## src/rtl/bgd_div_seq_13s_pkg.sv

```systemverilog
// Shared types and constants for the BGD sequential signed divider.
package bgd_div_pkg;

  localparam int BGD_DIV_WIDTH = 13;

  // Divide-by-zero saturation values (+4095 and -4095)
  localparam logic [BGD_DIV_WIDTH-1:0] BGD_DIV_QMAX     = 13'h0FFF;
  localparam logic [BGD_DIV_WIDTH-1:0] BGD_DIV_QMIN_SAT = 13'h1001;

  typedef enum logic [1:0] {
    IDLE,
    CALC,
    FIX,
    DONE
  } bgd_div_state_e;

endpackage

```

## src/rtl/bgd_div_seq_13s_if.sv

```systemverilog
// Operand/result handshake bundle for bgd_div_seq_13s.
// The remainder signal exists only when BGD_DIV_REM_EN is defined.
interface bgd_div_seq_13s_if
  import bgd_div_pkg::*;
#(
  parameter int WIDTH = BGD_DIV_WIDTH
) ();
  logic                    in_valid;
  logic                    in_ready;
  logic signed [WIDTH-1:0] dividend;
  logic signed [WIDTH-1:0] divisor;
  logic                    out_valid;
  logic                    out_ready;
  logic signed [WIDTH-1:0] quotient;
`ifdef BGD_DIV_REM_EN
  logic signed [WIDTH-1:0] remainder;
`endif
  logic                    dbz;
  logic                    ovf;

`ifdef BGD_DIV_REM_EN
  modport master (output in_valid, dividend, divisor, out_ready,
                  input  in_ready, out_valid, quotient, remainder, dbz, ovf);
  modport slave  (input  in_valid, dividend, divisor, out_ready,
                  output in_ready, out_valid, quotient, remainder, dbz, ovf);
`else
  modport master (output in_valid, dividend, divisor, out_ready,
                  input  in_ready, out_valid, quotient, dbz, ovf);
  modport slave  (input  in_valid, dividend, divisor, out_ready,
                  output in_ready, out_valid, quotient, dbz, ovf);
`endif
endinterface

```

## src/rtl/bgd_div_seq_13s_step.sv

```systemverilog
// One restoring-division step: shift in the next dividend bit, subtract if it fits.
module bgd_div_step
  import bgd_div_pkg::*;
#(
  parameter int WIDTH = BGD_DIV_WIDTH
) (
  input  logic [WIDTH:0] i_rem,
  input  logic [WIDTH:0] i_dmag,
  input  logic           i_bit,
  output logic [WIDTH:0] o_rem,
  output logic           o_qbit
);
  logic [WIDTH+1:0] w_shift;
  logic             w_ge;

  assign w_shift = {i_rem, i_bit};
  assign w_ge    = (w_shift >= {1'b0, i_dmag});
  assign o_qbit  = w_ge;
  assign o_rem   = w_ge ? (WIDTH+1)'(w_shift - {1'b0, i_dmag}) : w_shift[WIDTH:0];

endmodule

```

## src/rtl/bgd_div_seq_13s.sv

```systemverilog
// Sequential signed restoring divider, one quotient bit per enabled cycle.
// Define BGD_DIV_REM_EN to add the sign-corrected remainder output.
module bgd_div_seq_13s
  import bgd_div_pkg::*;
#(
  parameter int WIDTH = BGD_DIV_WIDTH
) (
  input  logic            clk,
  input  logic            reset,
  input  logic            ce,
  bgd_div_seq_13s_if.slave bus
);
  localparam int CNT_W = $clog2(WIDTH);

  bgd_div_state_e   r_state;
  bgd_div_state_e   w_state_nxt;
  logic [CNT_W-1:0] r_cnt;
  logic [WIDTH:0]   r_rem;
  logic [WIDTH:0]   r_dmag;
  logic [WIDTH-1:0] r_q;
  logic             r_neg_dvd;
  logic             r_neg_dvs;
  logic             r_dbz_pend;
  logic [WIDTH-1:0] r_quot;
  logic             r_dbz;
  logic             r_ovf;
  logic [WIDTH:0]   w_rem_nxt;
  logic [WIDTH:0]   w_dvd_mag;
  logic             w_qbit;
  logic             w_zero_dvs;
`ifdef BGD_DIV_REM_EN
  logic [WIDTH-1:0] r_remo;
`endif

  function automatic logic [WIDTH:0] f_mag(input logic [WIDTH-1:0] v);
    logic [WIDTH:0] x;
    x = {v[WIDTH-1], v};
    return v[WIDTH-1] ? -x : x;
  endfunction

  function automatic logic [WIDTH-1:0] f_apply_sign(input logic [WIDTH-1:0] m,
                                                    input logic neg);
    return neg ? -m : m;
  endfunction

  function automatic logic [WIDTH-1:0] f_sat_quot(input logic [WIDTH-1:0] qm,
                                                  input logic q_neg,
                                                  input logic dbz,
                                                  input logic dvd_neg);
    if (dbz) return dvd_neg ? BGD_DIV_QMIN_SAT : BGD_DIV_QMAX;
    return f_apply_sign(qm, q_neg);
  endfunction

  assign w_dvd_mag  = f_mag(bus.dividend);
  assign w_zero_dvs = (bus.divisor == '0);

  bgd_div_step #(.WIDTH(WIDTH)) u_step (
    .i_rem  (r_rem),
    .i_dmag (r_dmag),
    .i_bit  (r_q[WIDTH-1]),
    .o_rem  (w_rem_nxt),
    .o_qbit (w_qbit)
  );

  always_ff @(posedge clk) begin
    if (reset)   r_state <= IDLE;
    else if (ce) r_state <= w_state_nxt;
  end

  always_comb begin
    w_state_nxt = r_state;
    case (r_state)
      IDLE: if (bus.in_valid) w_state_nxt = w_zero_dvs ? FIX : CALC;
      CALC: if (r_cnt == '0)  w_state_nxt = FIX;
      FIX:                    w_state_nxt = DONE;
      DONE: if (bus.out_ready) w_state_nxt = IDLE;
      default:                w_state_nxt = IDLE;
    endcase
  end

  // r_q starts as |dividend| and fills with quotient bits from the right.
  // On divide-by-zero r_rem is loaded with |dividend| so FIX returns the dividend.
  always_ff @(posedge clk) begin
    if (ce) begin
      case (r_state)
        IDLE: if (bus.in_valid) begin
          r_neg_dvd  <= bus.dividend[WIDTH-1];
          r_neg_dvs  <= bus.divisor[WIDTH-1];
          r_dmag     <= f_mag(bus.divisor);
          r_q        <= w_dvd_mag[WIDTH-1:0];
          r_rem      <= w_zero_dvs ? w_dvd_mag : '0;
          r_dbz_pend <= w_zero_dvs;
        end
        CALC: begin
          r_rem <= w_rem_nxt;
          r_q   <= {r_q[WIDTH-2:0], w_qbit};
        end
        default: ;
      endcase
    end
  end

  // Overflow only arises as +4096, i.e. the magnitude MSB with like signs.
  always_ff @(posedge clk) begin
    if (reset) begin
      r_cnt  <= '0;
      r_quot <= '0;
      r_dbz  <= 1'b0;
      r_ovf  <= 1'b0;
`ifdef BGD_DIV_REM_EN
      r_remo <= '0;
`endif
    end else if (ce) begin
      case (r_state)
        IDLE: if (bus.in_valid) r_cnt <= CNT_W'(WIDTH-1);
        CALC: r_cnt <= r_cnt - CNT_W'(1);
        FIX: begin
          r_quot <= f_sat_quot(r_q, r_neg_dvd ^ r_neg_dvs, r_dbz_pend, r_neg_dvd);
          r_dbz  <= r_dbz_pend;
          r_ovf  <= !r_dbz_pend && !(r_neg_dvd ^ r_neg_dvs) && r_q[WIDTH-1];
`ifdef BGD_DIV_REM_EN
          r_remo <= f_apply_sign(r_rem[WIDTH-1:0], r_neg_dvd);
`endif
        end
        default: ;
      endcase
    end
  end

  assign bus.in_ready  = (r_state == IDLE) && ce;
  assign bus.out_valid = (r_state == DONE);
  assign bus.quotient  = r_quot;
  assign bus.dbz       = r_dbz;
  assign bus.ovf       = r_ovf;
`ifdef BGD_DIV_REM_EN
  assign bus.remainder = r_remo;
`endif

endmodule

```

## src/flat_wrapper.sv

```systemverilog
// flat-port wrapper written by rule: the top's interface ports become plain ports
module bgd_div_seq_13s_flat import bgd_div_pkg::*;
#(
  parameter int WIDTH = BGD_DIV_WIDTH
)
  (clk, reset, ce, bus_in_valid, bus_dividend, bus_divisor, bus_out_ready, bus_in_ready, bus_out_valid, bus_quotient, bus_dbz, bus_ovf);
  bgd_div_seq_13s_if #(.WIDTH(WIDTH)) bus_i ();
  input  logic clk;
  input  logic reset;
  input  logic ce;
  input wire logic [$bits(bus_i.in_valid)-1:0] bus_in_valid;
  input wire logic [$bits(bus_i.dividend)-1:0] bus_dividend;
  input wire logic [$bits(bus_i.divisor)-1:0] bus_divisor;
  input wire logic [$bits(bus_i.out_ready)-1:0] bus_out_ready;
  output wire logic [$bits(bus_i.in_ready)-1:0] bus_in_ready;
  output wire logic [$bits(bus_i.out_valid)-1:0] bus_out_valid;
  output wire logic [$bits(bus_i.quotient)-1:0] bus_quotient;
  output wire logic [$bits(bus_i.dbz)-1:0] bus_dbz;
  output wire logic [$bits(bus_i.ovf)-1:0] bus_ovf;
  assign bus_i.in_valid = bus_in_valid;
  assign bus_i.dividend = bus_dividend;
  assign bus_i.divisor = bus_divisor;
  assign bus_i.out_ready = bus_out_ready;
  assign bus_in_ready = bus_i.in_ready;
  assign bus_out_valid = bus_i.out_valid;
  assign bus_quotient = bus_i.quotient;
  assign bus_dbz = bus_i.dbz;
  assign bus_ovf = bus_i.ovf;
  bgd_div_seq_13s #(.WIDTH(WIDTH)) u_core (.clk(clk), .reset(reset), .ce(ce), .bus(bus_i));
endmodule
```

## config.mk

```make
export PLATFORM = sky130hd
export DESIGN_NAME = bgd_div_seq_13s_flat
export DESIGN_NICKNAME = d
export VERILOG_FILES = /design/src/rtl/bgd_div_seq_13s_pkg.sv /design/src/rtl/bgd_div_seq_13s_if.sv /design/src/rtl/bgd_div_seq_13s_step.sv /design/src/rtl/bgd_div_seq_13s.sv /design/src/flat_wrapper.sv
export SDC_FILE = /design/constraint.sdc
export NUM_CORES = 1
export LEC_CHECK = 0
export BUFFER_PORTS_ARGS = -buffer_cell sky130_fd_sc_hd__buf_2
export CAP_MARGIN = 5
export CORE_MARGIN = 8
export CORE_UTILIZATION = 25
export DETAILED_ROUTE_END_ITERATION = 8
export GPL_TIMING_DRIVEN = 1
export HOLD_SLACK_MARGIN = 0.05
export PLACE_DENSITY = 0.42
export SKIP_LAST_GASP = 1
export SLEW_MARGIN = 20
export SYNTH_ARGS = -nofsm -noshare
export SYNTH_HDL_FRONTEND = slang
export SYNTH_SLANG_ARGS = --single-unit
```

## constraint.sdc

```tcl
create_clock -name clk -period 6.9 [get_ports clk]
set_clock_uncertainty 0.2 [all_clocks]
set_input_delay 1.38 -clock clk [delete_from_list [all_inputs] [get_ports clk]]
set_output_delay 1.38 -clock clk [all_outputs]
set_load 0.02 [all_outputs]
```

* Yosys cells after proc, flatten, opt, wreduce, memory -nomap -nowiden
Index checks and enable logic that the tools add are counted.
** Operators by class
- Bitwise gates (word level) :: 1
- Div/mod/pow operators :: 0
- Mux-type cells :: 23
- Reductions and logical operators :: 13
- Magnitude comparators :: 1
- $mul :: 0
- Shift operators :: 0
- Equality and inequality tests :: 6
- $add $sub $neg :: 5
** Operator list (number)
- $mux 13 :: 5
- $mux 14 :: 4
- $neg 14->14 :: 2
- $pmux 14 s2 :: 1
- $pmux 13 s2 :: 1
- $ge 15x14->1 :: 1
- $sub 14x14->14 :: 1
- $logic_not 13->1 :: 1
- $neg 13->13 :: 1
- $mux 12 :: 1
- $mux 2 :: 4
- $pmux 2 s4 :: 1
- $pmux 4 s2 :: 1
- $reduce_and 3->1 :: 2
- $eq 2x2->1 const B :: 2
- $logic_not 4->1 :: 1
- $mux 1 :: 4
- $mux 4 :: 1
- $ne 2x2->1 const B :: 2
- $reduce_and 4->1 :: 1
- $sub 4x1->4 const B :: 1
- $logic_and 1x1->1 :: 3
- $eq 2x1->1 const B :: 1
- $logic_not 1->1 :: 2
- 5 further kinds :: 5
** Word-level totals
- Bits of input ports :: 31
- Memories kept :: 0
- Bits in writable memories :: 0
- Latch bits :: 0
- Register bits :: 65
- ROM bits :: 0
- Word-level logic and storage cells :: 61
- Output and inout bits :: 17

* Depth between registers and ports, before layout
- Depth after elaboration :: 5
- Mapped depth :: 10
- Depth with buffers taken out :: 10

* Hierarchy
Synthesis repeated with hierarchy kept, for this count alone.
** Unflattened totals
- Cell total of the unflattened synthesis :: 490
- Area total of the unflattened synthesis :: 4683.2 um^2
** Modules (own cells, without submodules)
- bgd_div_seq_13s :: times used 1, area an instance 3658.5 um^2, cells each 362, sequential area each 1741.7 um^2
- bgd_div_step :: times used 1, area an instance 1024.7 um^2, cells each 128, sequential area each 0.0 um^2

* Least setup slack after synthesis
No wires, ideal clock.
- Kind :: input-to-output
- Start :: input ce
- End :: output bus_in_ready
- Arrival time :: 1.596 ns
- Required time :: 5.320 ns
- Setup slack :: 3.724 ns
- Stages :: 1
- Path buffers :: 0
- Cells stage by stage :: and2_1
** On the way
- Cells in the longest elaborated chain, start to end :: 1
** RTL lines
- from (decl) :: line flat_wrapper.sv:10 : input logic ce;
- $logic_and 1x1->1 :: line bgd_div_seq_13s.sv:130 : assign bus.in_ready = (r_state == IDLE) && ce;
- to (decl) :: line flat_wrapper.sv:15 : output wire logic [$bits(bus_i.in_ready)-1:0] bus_in_ready;
No other way between the ends.

* Worst setup path in the final report
Same ends and word-level chain as after synthesis.

==> impl_metrics.sql <==
INSERT INTO impl_metrics (metric_group, metric, value, unit) VALUES
('sta', 'rsz_0062_raised_after_global_routing', 'no', ''),
('logic_synthesis', 'netlist.top_cell.by_area', 'edfxtp_1', ''),
('sta', 'max_slew.worst_pin.slew', '967', 'ps'),
('placed_design', 'gp_routability_congestion', '0.793', ''),
('power', 'vdd_drop_max', '108', 'µV'),
('power', 'power_per_cell_area', '248', 'nW/µm²'),
('sta', 'finalCriticalPeriod', '3400', 'ps'),
('clock_network', 'clock_sink_count', '65', ''),
('drt', 'drt-met1-wl', '5240', 'µm'),
('setup_path', 'worst_r2r_startpoint', 'u_core.r_state[1]', ''),
('setup_path', 'critical_path.max_fanout', '8', ''),
('logic_synthesis', 'syn_area_per_cell', '9.20', 'µm²'),
('drt', 'drt_drc_violations_left', '0', ''),
('setup_path', 'worstPathArrival', '1820', 'ps'),
('floorplanning', 'ios', '48', ''),
('global_routing', 'wire_length_of_the_first_global_routing_pass', '17100', 'µm'),
('drt', 'residual_antenna_violating_net_count_after_detailed_routing', '0', ''),
('floorplanning', 'design.die.area', '21700', 'µm²'),
('floorplanning', 'dieHeight', '147', 'µm'),
('logic_synthesis', 'synthCells', '468', ''),
('sta', 'fmaxAchievable', '0.294', 'GHz'),
('clock_network', 'max-clock-path-buffers', '2', ''),
('setup_path', 'critical_path_required', '5320', 'ps'),
('setup_path', 'setup.reg_to_reg.worst_slack', '3690', 'ps'),
('run', 'max-cap-violations', '0', ''),
('global_routing', 'grt_pass1_vias', '3347', ''),
('clock_network', 'post_cts_hold_buffer_count', '0', ''),
('clock_network', 'clk-insertion-delay-late', '340', 'ps'),
('logic_synthesis', 'netlist_area', '4310', 'µm²'),
('clock_network', 'path_clk_slew', '60', 'ps'),
('logic_synthesis', 'yosysSeqAreaShare', '40.4', '%'),
('sta', 'setup-tns-final', '0', 'ps'),
('setup_path', 'timing.critical_path.from', 'ce', ''),
('logic_synthesis', 'synth_edf_count', '44', ''),
('floorplanning', 'dieWidth', '147', 'µm'),
('setup_path', 'critPathKind', 'in -> out', ''),
('sta', 'timing.final.hold_violations', '0', ''),
('cells_and_area', 'num-fill-cells', '1810', ''),
('global_routing', 'pin_count_of_the_biggest_net_entering_global_routing', '29', ''),
('floorplanning', 'core', '17100', 'µm²'),
('logic_synthesis', 'area_share_of_the_largest_cell_type_after_synthesis', '30.7', '%'),
('cells_and_area', 'areaGrowthSynthToFinish', '17.9', '%'),
('sta', 'finalSetupViolations', '0', ''),
('cells_and_area', 'final_nets', '565', ''),
('sta', 'min_period_over_period', '49.3', '%'),
('status', 'run_status', 'complete, no violations', ''),
('sta', 'slew_headroom', '35.1', '%'),
('sta', 'drv_slew', '0', ''),
('clock_network', 'post-cts-setup-buffers', '0', ''),
('logic_synthesis', 'ys.warnings.count', '0', ''),
('global_routing', 'grt_remaining_overflow', '0', ''),
('cells_and_area', 'layoutNonFillerInstCount', '740', ''),
('logic_synthesis', 'synth_fp_nets', '523', ''),
('placed_design', 'port_buffers', '47', ''),
('drt', 'via_count', '3436', ''),
('clock_network', 'clock_tree.root_cell', 'clkbuf_16', ''),
('global_routing', 'antenna_violations_before_repair', '0', ''),
('setup_path', 'worstSetupEndpointType', 'output pin', ''),
('clock_network', 'tritoncts', 'yes', ''),
('logic_synthesis', 'synth-seq-cells', '65', ''),
('logic_synthesis', 'asr_flop_ratio_synth', '0', '%'),
('power', 'p_leak', '1.97', 'nW'),
('setup_path', 'endpoint', 'bus_in_ready', ''),
('drt', 'drt-vias-per-instance', '4.64', ''),
('logic_synthesis', 'ys_top_cells_by_area', 'edfxtp_1, dfxtp_1, ha_1', ''),
('drt', 'drt_first_pass_iters', '6', ''),
('floorplanning', 'placement_row_count', '48', ''),
('clock_network', 'cts_repair_resize_count', '0', ''),
('logic_synthesis', 'synthMostInstantiatedCell', 'nand2_1', ''),
('worst_hold_path', 'worst_hold_startpoint', 'u_core.bus.quotient[4]', ''),
('clock_network', 'cts_htree_levels', '3', '');
-- worst max-delay path: stages --
cell,delay [ps]
buf_2,140
and2_1,150
buf_2,150
-- final cells by class --
| type | instances | area, µm² | share of cell area, % |
|---|---|---|---|
| clock inverter | 7 | 93.8 | 1.85 |
| tap | 225 | 282 | 5.54 |
| multi-input combinational | 350 | 2350 | 46.3 |
| timing repair buffer | 49 | 254 | 5.00 |
| inverter | 35 | 131 | 2.59 |
| sequential | 65 | 1740 | 34.3 |
| clock buffer | 9 | 225 | 4.44 |
-- cell usage in the layout (no fill, tap or decap), types with 5 or more instances in the layout --
master / synthesis / routed
o21ai_0: 31 / 31
inv_1: 35 / 34
nand2b_1: 5 / 5
mux2_2: 7 / 7
o31ai_1: 6 / 6
buf_2: 4 / 47
nor3_1: 9 / 9
nor2_1: 38 / 38
nand2_1: 56 / 56
xor2_1: 14 / 14
xnor2_1: 27 / 27
ha_1: 23 / 23
edfxtp_1: 44 / 44
a21oi_1: 33 / 33
o21ai_1: 9 / 9
clkbuf_16: 0 / 9
mux2i_1: 11 / 11
dfxtp_1: 21 / 21
nand3_1: 10 / 10
-- worst min path at each step --
stage | slack, ps | to | depth (start not counted)
global route | 270 | u_core.bus.quotient[5] | 2
finish | 250 | u_core.bus.quotient[4] | 2
CTS | 250 | u_core.bus.quotient[4] | 2
global placement | 240 | u_core.bus.ovf | 2
detailed placement | 240 | u_core.bus.quotient[4] | 2
floorplan | 300 | u_core.r_cnt[0] | 2
-- logic make-up (layout without fill, tap and decap cells) --
| family | count (synthesis) | in the layout | share of synthesized area (%) |
|---|---|---|---|
| xor gates and xnor gates | 41 | 41 | 8.34 |
| AOI/OAI and AO/OA | 121 | 121 | 18.1 |
| adders and majority gates | 24 | 24 | 7.15 |
| muxes | 18 | 18 | 4.39 |
| other | 1 | 1 | 0.0871 |
| buffers and inverters | 53 | 100 | 5.00 |
| and+or+nand+nor | 145 | 145 | 16.5 |
| DFF | 65 | 65 | 40.4 |
-- report_power, final --
| group | switching (mW) | internal, mW |
|---|---|---|
| Sequential | 0.0230 | 0.458 |
| Clock | 0.172 | 0.316 |
| Combinational | 0.175 | 0.115 |
-- routing by layer --
layer  vias to the layer above  track usage [%]
met5                         -                0
met4                         0             3.11
met3                        15             2.89
met2                        68             15.5
met1                      1598             12.8
li1                       1755                -
-- per-stage QoR --
stage / utilization (%) / total power, mW / worst slack, ps / cell area (µm²) / hold slack (ps)
finish: 29.8 / 1.26 / 3500 / 5080 / 248
global route: 29.8 / 1.33 / 3340 / 5080 / 271
CTS: 29.7 / 1.27 / 3500 / 5070 / 252
detailed placement: 27.8 / 0.778 / 3500 / 4750 / 244
global placement: 27.8 / 0.775 / 3500 / 4750 / 238
floorplan: - / 0.703 / 3720 / 4310 / 303
-- state kept, by name, indices dropped and copies added (netlist names) --
name	count
u_core.bus.ovf	1
u_core.r_dbz_pend	1
u_core.bus.quotient	13
u_core.r_rem	14
u_core.r_neg_dvs	1
u_core.r_dmag	14
u_core.r_state	2
u_core.r_cnt	4
u_core.bus.dbz	1
u_core.r_q	13
u_core.r_neg_dvd	1
Power figures use the tool's default switching activity.
